## src/rtl/alu_pkg.sv

```systemverilog
// Shared opcodes, flag bit positions and execute-stage state encoding for alu_pipe.
package alu_pkg;

  localparam logic [2:0] OP_ADD = 3'b000;
  localparam logic [2:0] OP_SUB = 3'b001;
  localparam logic [2:0] OP_AND = 3'b010;
  localparam logic [2:0] OP_OR  = 3'b011;
  localparam logic [2:0] OP_XOR = 3'b100;
  localparam logic [2:0] OP_SHL = 3'b101;
  localparam logic [2:0] OP_SHR = 3'b110;
  localparam logic [2:0] OP_MUL = 3'b111;

  localparam int FLG_Z = 0;
  localparam int FLG_N = 1;
  localparam int FLG_C = 2;
  localparam int FLG_V = 3;

  typedef enum logic [1:0] {
    ST_IDLE   = 2'd0,
    ST_MULT   = 2'd1,
    ST_RESULT = 2'd2
  } exec_state_e;

endpackage

```

## src/rtl/alu_exec_comb.sv

```systemverilog
// Single-cycle ALU operations and {V,C,N,Z} flags; MUL is handled by the caller.
module alu_exec_comb
  import alu_pkg::*;
#(
  parameter int WIDTH = 8,
  parameter int SHW   = $clog2(WIDTH)
) (
  input  logic [WIDTH-1:0] a,
  input  logic [WIDTH-1:0] b,
  input  logic [2:0]       op,
  output logic [WIDTH-1:0] result,
  output logic [3:0]       flags
);

  logic [WIDTH:0]   sum;
  logic [WIDTH:0]   diff;
  logic [WIDTH:0]   shl;
  logic [WIDTH:0]   shr;
  logic [SHW-1:0]   sh;
  logic             c;
  logic             v;

  always_comb begin
    sh   = b[SHW-1:0];
    sum  = {1'b0, a} + {1'b0, b};
    diff = {1'b0, a} - {1'b0, b};
    // Guard bit catches the last bit shifted out; it stays 0 for a zero shift.
    shl  = {1'b0, a} << sh;
    shr  = {a, 1'b0} >> sh;
    result = '0;
    c      = 1'b0;
    v      = 1'b0;
    unique case (op)
      OP_ADD: begin
        result = sum[WIDTH-1:0];
        c      = sum[WIDTH];
        v      = (a[WIDTH-1] == b[WIDTH-1]) && (sum[WIDTH-1] != a[WIDTH-1]);
      end
      OP_SUB: begin
        result = diff[WIDTH-1:0];
        c      = diff[WIDTH];
        v      = (a[WIDTH-1] != b[WIDTH-1]) && (diff[WIDTH-1] != a[WIDTH-1]);
      end
      OP_AND: result = a & b;
      OP_OR:  result = a | b;
      OP_XOR: result = a ^ b;
      OP_SHL: begin
        result = shl[WIDTH-1:0];
        c      = shl[WIDTH];
      end
      OP_SHR: begin
        result = shr[WIDTH:1];
        c      = shr[0];
      end
      default: result = '0;
    endcase
  end

  assign flags[FLG_Z] = (result == '0);
  assign flags[FLG_N] = result[WIDTH-1];
  assign flags[FLG_C] = c;
  assign flags[FLG_V] = v;

endmodule

```

## src/rtl/alu_pipe.sv

```systemverilog
// Two-stage ALU: registered decode, then execute with an iterative shift-add multiplier.
module alu_pipe
  import alu_pkg::*;
#(
  parameter int WIDTH = 8,
  parameter int SHW   = $clog2(WIDTH)
) (
  input  logic             clk,
  input  logic             rst,
  input  logic             in_valid,
  output logic             in_ready,
  input  logic [WIDTH-1:0] in_a,
  input  logic [WIDTH-1:0] in_b,
  input  logic [2:0]       in_opcode,
  output logic             out_valid,
  input  logic             out_ready,
  output logic [WIDTH-1:0] out_result,
  output logic [3:0]       out_flags,
  output logic             busy
);

  logic               vld_p1;
  logic [WIDTH-1:0]   a_p1;
  logic [WIDTH-1:0]   b_p1;
  logic [2:0]         op_p1;
  logic               mul_p1;

  exec_state_e        state_p2;
  exec_state_e        state_nxt;
  logic [WIDTH-1:0]   result_p2;
  logic [3:0]         flags_p2;
  logic [2*WIDTH-1:0] prod_p2;
  logic [2*WIDTH-1:0] prod_nxt;
  logic [WIDTH-1:0]   mcand_p2;
  logic [SHW-1:0]     cnt_p2;
  logic [WIDTH:0]     psum;
  logic [3:0]         mul_flags;

  logic [WIDTH-1:0]   ex_result;
  logic [3:0]         ex_flags;
  logic               in_fire;
  logic               take_p2;
  logic               mul_done;

  assign in_fire   = in_valid && in_ready;
  assign take_p2   = vld_p1 && ((state_p2 == ST_IDLE) || ((state_p2 == ST_RESULT) && out_ready));
  assign in_ready  = !vld_p1 || take_p2;
  assign out_valid = (state_p2 == ST_RESULT);
  assign busy      = (state_p2 == ST_MULT);
  assign out_result = result_p2;
  assign out_flags  = flags_p2;

  // ---- stage 1: decode ----
  always_ff @(posedge clk) begin
    if (rst)          vld_p1 <= 1'b0;
    else if (in_fire) vld_p1 <= 1'b1;
    else if (take_p2) vld_p1 <= 1'b0;
  end

  always_ff @(posedge clk) begin
    if (in_fire) begin
      a_p1   <= in_a;
      b_p1   <= in_b;
      op_p1  <= in_opcode;
      mul_p1 <= (in_opcode == OP_MUL);
    end
  end

  // ---- stage 2: execute ----
  alu_exec_comb #(.WIDTH(WIDTH), .SHW(SHW)) u_exec (
    .a      (a_p1),
    .b      (b_p1),
    .op     (op_p1),
    .result (ex_result),
    .flags  (ex_flags)
  );

  // Product register holds {partial sum, remaining multiplier bits}; one bit retires per cycle.
  assign psum      = {1'b0, prod_p2[2*WIDTH-1:WIDTH]} + (prod_p2[0] ? {1'b0, mcand_p2} : '0);
  assign prod_nxt  = {psum, prod_p2[WIDTH-1:1]};
  assign mul_done  = (state_p2 == ST_MULT) && (cnt_p2 == SHW'(WIDTH - 1));
  assign mul_flags = {1'b0, |prod_nxt[2*WIDTH-1:WIDTH], prod_nxt[WIDTH-1], (prod_nxt[WIDTH-1:0] == '0)};

  always_comb begin
    state_nxt = state_p2;
    unique case (state_p2)
      ST_IDLE:   if (take_p2) state_nxt = mul_p1 ? ST_MULT : ST_RESULT;
      ST_MULT:   if (mul_done) state_nxt = ST_RESULT;
      ST_RESULT: begin
        if (out_ready) begin
          if (take_p2) state_nxt = mul_p1 ? ST_MULT : ST_RESULT;
          else         state_nxt = ST_IDLE;
        end
      end
      default:   state_nxt = ST_IDLE;
    endcase
  end

  always_ff @(posedge clk) begin
    if (rst) state_p2 <= ST_IDLE;
    else     state_p2 <= state_nxt;
  end

  always_ff @(posedge clk) begin
    if (rst) begin
      cnt_p2    <= '0;
      result_p2 <= '0;
      flags_p2  <= '0;
    end else if (take_p2) begin
      if (mul_p1) begin
        cnt_p2 <= '0;
      end else begin
        result_p2 <= ex_result;
        flags_p2  <= ex_flags;
      end
    end else if (state_p2 == ST_MULT) begin
      if (mul_done) begin
        cnt_p2    <= '0;
        result_p2 <= prod_nxt[WIDTH-1:0];
        flags_p2  <= mul_flags;
      end else begin
        cnt_p2 <= cnt_p2 + SHW'(1);
      end
    end
  end

  always_ff @(posedge clk) begin
    if (take_p2 && mul_p1) begin
      prod_p2  <= {{WIDTH{1'b0}}, b_p1};
      mcand_p2 <= a_p1;
    end else if (state_p2 == ST_MULT) begin
      prod_p2  <= prod_nxt;
    end
  end

endmodule

```

## config.mk

```make
export PLATFORM = sky130hd
export DESIGN_NAME = alu_pipe
export DESIGN_NICKNAME = d
export VERILOG_FILES = /design/src/rtl/alu_pkg.sv /design/src/rtl/alu_exec_comb.sv /design/src/rtl/alu_pipe.sv
export SDC_FILE = /design/constraint.sdc
export NUM_CORES = 1
export LEC_CHECK = 0
export CAP_MARGIN = 20
export CORE_MARGIN = 2
export CORE_UTILIZATION = 30
export CTS_BUF_LIST = sky130_fd_sc_hd__clkbuf_8
export CTS_CLUSTER_DIAMETER = 200
export DETAILED_ROUTE_END_ITERATION = 10
export SYNTH_ARGS = -nofsm -noshare
export SYNTH_HDL_FRONTEND = slang
export SYNTH_SLANG_ARGS = --single-unit
```

## constraint.sdc

```tcl
create_clock -name clk -period 4 [get_ports clk]
set_input_delay 0.8 -clock clk [delete_from_list [all_inputs] [get_ports clk]]
set_output_delay 0.8 -clock clk [all_outputs]
set_load 0.01 [all_outputs]
```

=== Yosys cells after proc, flatten, opt, wreduce, memory -nomap -nowiden ===
Index checks and enable logic that the tools add are counted.
Widths: inputs -> output; s select.

* Register bits: 62
* Latch bits: 0
* Memory bits (writable): 0
* Bits in read-only memories: 0
* Bits of input ports: 23
* Output and inout port bits: 15
* Logic and storage cells: 88
* Memories: 0

* Add/subtract/negate cells: 4
* Multipliers: 0
* Div/mod/pow operators: 0
* Magnitude comparators: 0
* Equality and inequality tests: 19
* Shift operators: 2
* Multiplexer cells: 26
* Bitwise logic cells: 3
* Reductions and logical operators: 22

{| class="wikitable"
|+ Operators with widths
! kind !! number
|-
| $mux 8 || 7
|-
| $pmux 8 s7 || 1
|-
| $add 8x8->9 || 2
|-
| $logic_not 8->1 || 2
|-
| $mux 4 || 4
|-
| $eq 3x3->1 const B || 5
|-
| $mux 3 || 4
|-
| $mux 2 || 5
|-
| $shl 8x3->9 || 1
|-
| $shr 9x3->9 || 1
|-
| $sub 8x8->9 || 1
|-
| $and 8x8->8 || 1
|-
| $or 8x8->8 || 1
|-
| $reduce_bool 2->1 || 4
|-
| $reduce_or 8->1 || 1
|-
| $xor 8x8->8 || 1
|-
| $logic_and 1x1->1 || 7
|-
| $eq 3x2->1 const B || 2
|-
| $ne 2x2->1 const B || 3
|-
| $pmux 2 s3 || 1
|-
| $reduce_and 3->1 || 2
|-
| $ne 2x1->1 const B || 2
|-
| $pmux 1 s4 || 1
|-
| $add 3x1->3 const B || 1
|-
| 12 further kinds || 16
|}

=== Longest topological paths before layout ===
* Depth in word-level cells: 7
* Mapped depth: 11
* Mapped depth without buffers: 10

=== Cells and area by module ===
Synthesis repeated with hierarchy kept, for this count alone.

* Cell total of the unflattened synthesis: 486
* Area, all modules: 4,488.1 µm²

{| class="wikitable"
|+ Modules (own cells, without submodules)
! module !! instances !! cells each !! area an instance (µm²) !! sequential area each (µm²)
|-
| alu_pipe || 1 || 255 || 2,712.6 || 1,601.5
|-
| alu_exec_comb || 1 || 231 || 1,775.5 || 0.0
|}

=== Least setup slack after synthesis ===
No wires, ideal clock.

* Path kind: flip-flop to flip-flop
* Start: register b_p1[2]
* End: register flags_p2[1], in the netlist out_flags[1]
* Setup time: 0.087 ns
* Arrival time: 2.547 ns
* Data required time: 3.913 ns
* Path slack: 1.366 ns
* Stages on the path, launching flop included: 12
* Buffers on the path: 2
* Clock period less this slack: 2.634 ns
* Cells stage by stage: edfxtp_1 buf_4 inv_1 ha_1 clkbuf_1 or3_1 o221ai_1 o221ai_1 o221a_1 o21ai_1 nor2_1 o31ai_1

* Word-level cells in the longest chain between the ends: 4
* Elaborated cells between the ends (all ways): 7
* Classes of those cells: 2 x add/sub; 2 x shift; 3 x mux

{| class="wikitable"
|+ RTL lines
! what !! RTL line !! source
|-
| start: declaration || alu_pipe.sv:24 || <nowiki>logic [WIDTH-1:0] b_p1;</nowiki>
|-
| start signal: assignment || alu_pipe.sv:63 || <nowiki>b_p1 <= in_b;</nowiki>
|-
| $sub 8x8->9 (tied with other cells) || alu_exec_comb.sv:26 || <nowiki>diff = {1'b0, a} - {1'b0, b};</nowiki>
|-
| $pmux 8 s7 * || alu_exec_comb.sv:33 || <nowiki>unique case (op)</nowiki>
|-
| $mux 4 * || alu_pipe.sv:110 || <nowiki>if (mul_p1) begin</nowiki>
|-
| $mux 4 * || alu_pipe.sv:109 || <nowiki>end else if (take_p2) begin</nowiki>
|-
| end signal: assignment || alu_pipe.sv:114 || <nowiki>flags_p2 <= ex_flags;</nowiki>
|-
| end signal: assignment || alu_pipe.sv:120 || <nowiki>flags_p2 <= mul_flags;</nowiki>
|-
| end: declaration || alu_pipe.sv:31 || <nowiki>logic [3:0] flags_p2;</nowiki>
|}

Mark *: on every way between the ends. The rest lies on a longest branch, timed or not. The select of a mux whose other input is x is not followed.
A chain may end at the register's enable or synchronous reset.

=== Worst setup path after layout ===
Ends and elaborated chain as after synthesis.

==> impl_metrics.toml <==
[run_status]
status = "finished, final reports clean"

[synth]
syn_nets = 554
synth_warnings = 0
synth-main-ff-cell = "edfxtp_1"
ys_ff_latch = 61
synth.avg_cell_area_um2 = 9.147
seq_area_frac_synth = 0.3507
synth_edf_count = 36
netlist_area_um2 = 4509
ys_async_sr_fraction = 0
yosysUniqueCellTypes = 72
netlist_instances = 493

[global_route]
grt_pass1_wl_um = 20180
use_met2 = 0.2416
grt_overflow = 0
grt.met3_usage = 0.04049
grt_usage = 0.1605
use_met1 = 0.2236
grt_max_degree = 26
grt-busiest-layer = "met2"
first_global_vias = 3664
antenna_found_initial = 0

[timing]
slew_violations = 0
fmax_mhz = 335.5
finClkSkew_ps = 13.11
setup_viol = 0
relSlewSlack = 0.3153
finalSetupTns_ps = 0
grt_setup_unrepaired = "no"
hold_violations = 0
period_share = 0.7452
min_period_ps = 2981
worstMarginPinSlew_ps = 1019
fin_hold_ws_ps = 453.6

[die]
start_util = 0.3091
die_area_um2 = 16030
io_pins = 38
coreArea_um2 = 14590
die_h_um = 126.6
fp-row-count = 44
die_x_um = 126.6

[clock_network]
post_cts_buffers = 0
cts_buffer_depth = 2
htreeDepth = 3
cts_root_buffer = "clkbuf_8"
numCtsBuffers = 9
cts_tree = "built"
cts.reportedPaths.clkPinSlew_ps = 80
clk_latency_ps = 370
cts_resized = 0
cts-hold-fix-buffers = 0
cts.sinks = 61

[min_path]
whs_endpoint = "out_result[4]"
hold_start = "out_result[4]"
hold_path_depth = 2
worstHoldPathType = "reg -> reg"

[route]
routed_wl_um = 12620
drt_iter0_drc = 417
routedWlPerCell_um = 17.82
ant_nets = 0
via_count = 3971
first_pass_iters = 5
via_per_inst = 5.609
drc = 0

[job]
maxCapViolCount = 0

[finish]
area_growth_pct = 16.12
drive_gt1_frac = 0.08779
fillCellCount = 1463
multi_input_area_um2 = 2701
diodes = 0
nets = 580
register_area_um2 = 1582

[setup_path]
cpPeakStageDelay_ps = 540
crit_fanout = 12
crit_chain = "inv_1, ha_1, or3_1, o221ai_1, o221ai_1, o221a_1, o21ai_1, nor2_1, o31ai_1"
critPathRequiredTime_ps = 4290
path_buf_inv = 1
crit_family = "compound AO/OA/AOI/OAI gates"
critical_path_class = "reg -> reg"
cp-start-kind = "flip-flop"
cpMaxStageDelayCell = "edfxtp_1"
arrival_ps = 3280
crit_top_cell = "o221ai_1"
reg2reg_from = "b_p1[2]"
rr_endpoint = "out_flags[1]"
reg2reg_slack_ps = 1020
r2r_cells = 9
end_kind = "flip-flop"

[power_and_ir_drop]
vdd_drop_max_mv = 0.1506
p_leak_nw = 1.983
power_density_nw_per_um2 = 352.1

[placement]
gp_congestion = 0.9473
port_buffers = 37
dp_hpwl_um = 9292
## worst max-delay path by stage
stage | from | to | slack (ps) | cells after the start
floorplan | b_p1[2] | out_flags[1] | 1370 | 11
global placement | out_ready | out_flags[0] | 850 | 8
detailed placement | out_ready | out_flags[0] | 800 | 8
CTS | b_p1[2] | out_flags[1] | 1040 | 9
global route | b_p1[2] | out_flags[1] | 830 | 9
finish | b_p1[2] | out_flags[1] | 1020 | 9
## registers in the layout, summed over array words and instances (netlist names)
| signal | count |
|---|---|
| cnt_p2 | 3 |
| mul_p1 | 1 |
| mcand_p2 | 8 |
| b_p1 | 8 |
| state_p2 | 2 |
| out_flags | 4 |
| prod_p2 | 16 |
| op_p1 | 3 |
| a_p1 | 8 |
| out_result | 7 |
| vld_p1 | 1 |
## cell type report
type,count,area share
inverters,27,0.01935
clock buffers,9,0.02366
flip-flops and latches,61,0.3020
repair buffers,44,0.08076
clock inverters,7,0.01434
multi-input cells,376,0.5159
well taps,184,0.04397
## layout by cell type (no fill, tap or decap), drive strengths merged, types with 5 or more instances in the layout
cell type / count
nand2: 37
clkdlybuf4s50: 37
edfxtp: 36
nor2: 35
ha: 35
a21oi: 28
inv: 28
dfxtp: 25
o21ai: 25
nand3: 16
mux2i: 15
nand2b: 12
nor2b: 12
and2: 10
o211ai: 9
clkbuf: 9
a211oi: 8
and3: 7
xnor2: 7
nand3b: 7
buf: 7
nor4: 7
nor3: 6
a22oi: 6
or3: 5
nor3b: 5
a31oi: 5
o311ai: 5
## logic make-up (layout without fill, tap and decap cells)
kind of cell,after synthesis,count (layout),share of synthesized area
AO/OA/AOI/OAI,135,135,0.2067
adder cells (fa/ha/maj),38,38,0.1104
XOR/XNOR,9,9,0.01748
AND/OR/NAND/NOR,172,172,0.2053
flip-flops,61,61,0.3507
multiplexers,22,22,0.05827
buffers and inverters,56,87,0.05105
## worst min-delay path: stages, from the launching register on
cell and delay [ps]:
dfxtp_1 310, nand2_1 50, a21oi_1 50
## where the power goes
part | leakage, nW | internal (mW) | switching, mW
logic | 1.34 | 0.214 | 0.280
registers | 0.547 | 0.723 | 0.0545
clock network | 0.0971 | 0.290 | 0.282
## synth_stat cells (3+ instances only)
| cell | instances | area (µm²) |
|---|---|---|
| a211o_1 | 4 | 35.03 |
| a211oi_1 | 8 | 60.06 |
| a21oi_1 | 28 | 140.1 |
| a22oi_1 | 6 | 45.04 |
| a31oi_1 | 5 | 31.28 |
| and2_1 | 10 | 62.56 |
| and3_1 | 7 | 43.79 |
| buf_2 | 4 | 20.02 |
| clkbuf_1 | 20 | 75.07 |
| dfxtp_1 | 25 | 500.5 |
| edfxtp_1 | 36 | 1081 |
| fa_1 | 3 | 60.06 |
| ha_1 | 35 | 437.9 |
| inv_1 | 24 | 90.09 |
| inv_2 | 3 | 11.26 |
| mux2_2 | 4 | 45.04 |
| mux2i_1 | 15 | 150.1 |
| mux4_2 | 3 | 67.56 |
| nand2_1 | 37 | 138.9 |
| nand2b_1 | 12 | 75.07 |
| nand3_1 | 16 | 80.08 |
| nand3b_1 | 7 | 52.55 |
| nor2_1 | 35 | 131.4 |
| nor2b_1 | 12 | 75.07 |
| nor3_1 | 6 | 30.03 |
| nor3b_1 | 5 | 37.54 |
| nor4_1 | 4 | 25.02 |
| nor4_2 | 3 | 37.54 |
| o211ai_1 | 9 | 67.56 |
| o21a_1 | 3 | 22.52 |
| o21ai_0 | 23 | 115.1 |
| o21bai_1 | 4 | 30.03 |
| o22ai_1 | 3 | 18.77 |
| o311ai_0 | 5 | 43.79 |
| o31ai_1 | 3 | 22.52 |
| or3_1 | 5 | 31.28 |
| xnor2_1 | 7 | 61.31 |
## metal layers
metal,vias to the layer above,share of wire
met1,1908,0.47
met4,0,0.020
met3,18,0.061
li1,1892,-
met5,-,0
met2,153,0.45
## through the flow
| stage | util | area [µm²] | power (mW) | setup slack [ps] | instances |
|---|---|---|---|---|---|
| after floorplan | - | 4509 | 1.129 | 1366 | 493 |
| after global placement | 0.3453 | 5037 | 1.269 | 854.1 | 692 |
| after detailed placement | 0.3453 | 5037 | 1.277 | 798.3 | 692 |
| after CTS | 0.3589 | 5236 | 1.854 | 1045 | 708 |
| after global routing | 0.3589 | 5236 | 1.940 | 829.4 | 708 |
| final | 0.3589 | 5236 | 1.844 | 1019 | 708 |
Power figures use the tool's default switching activity.
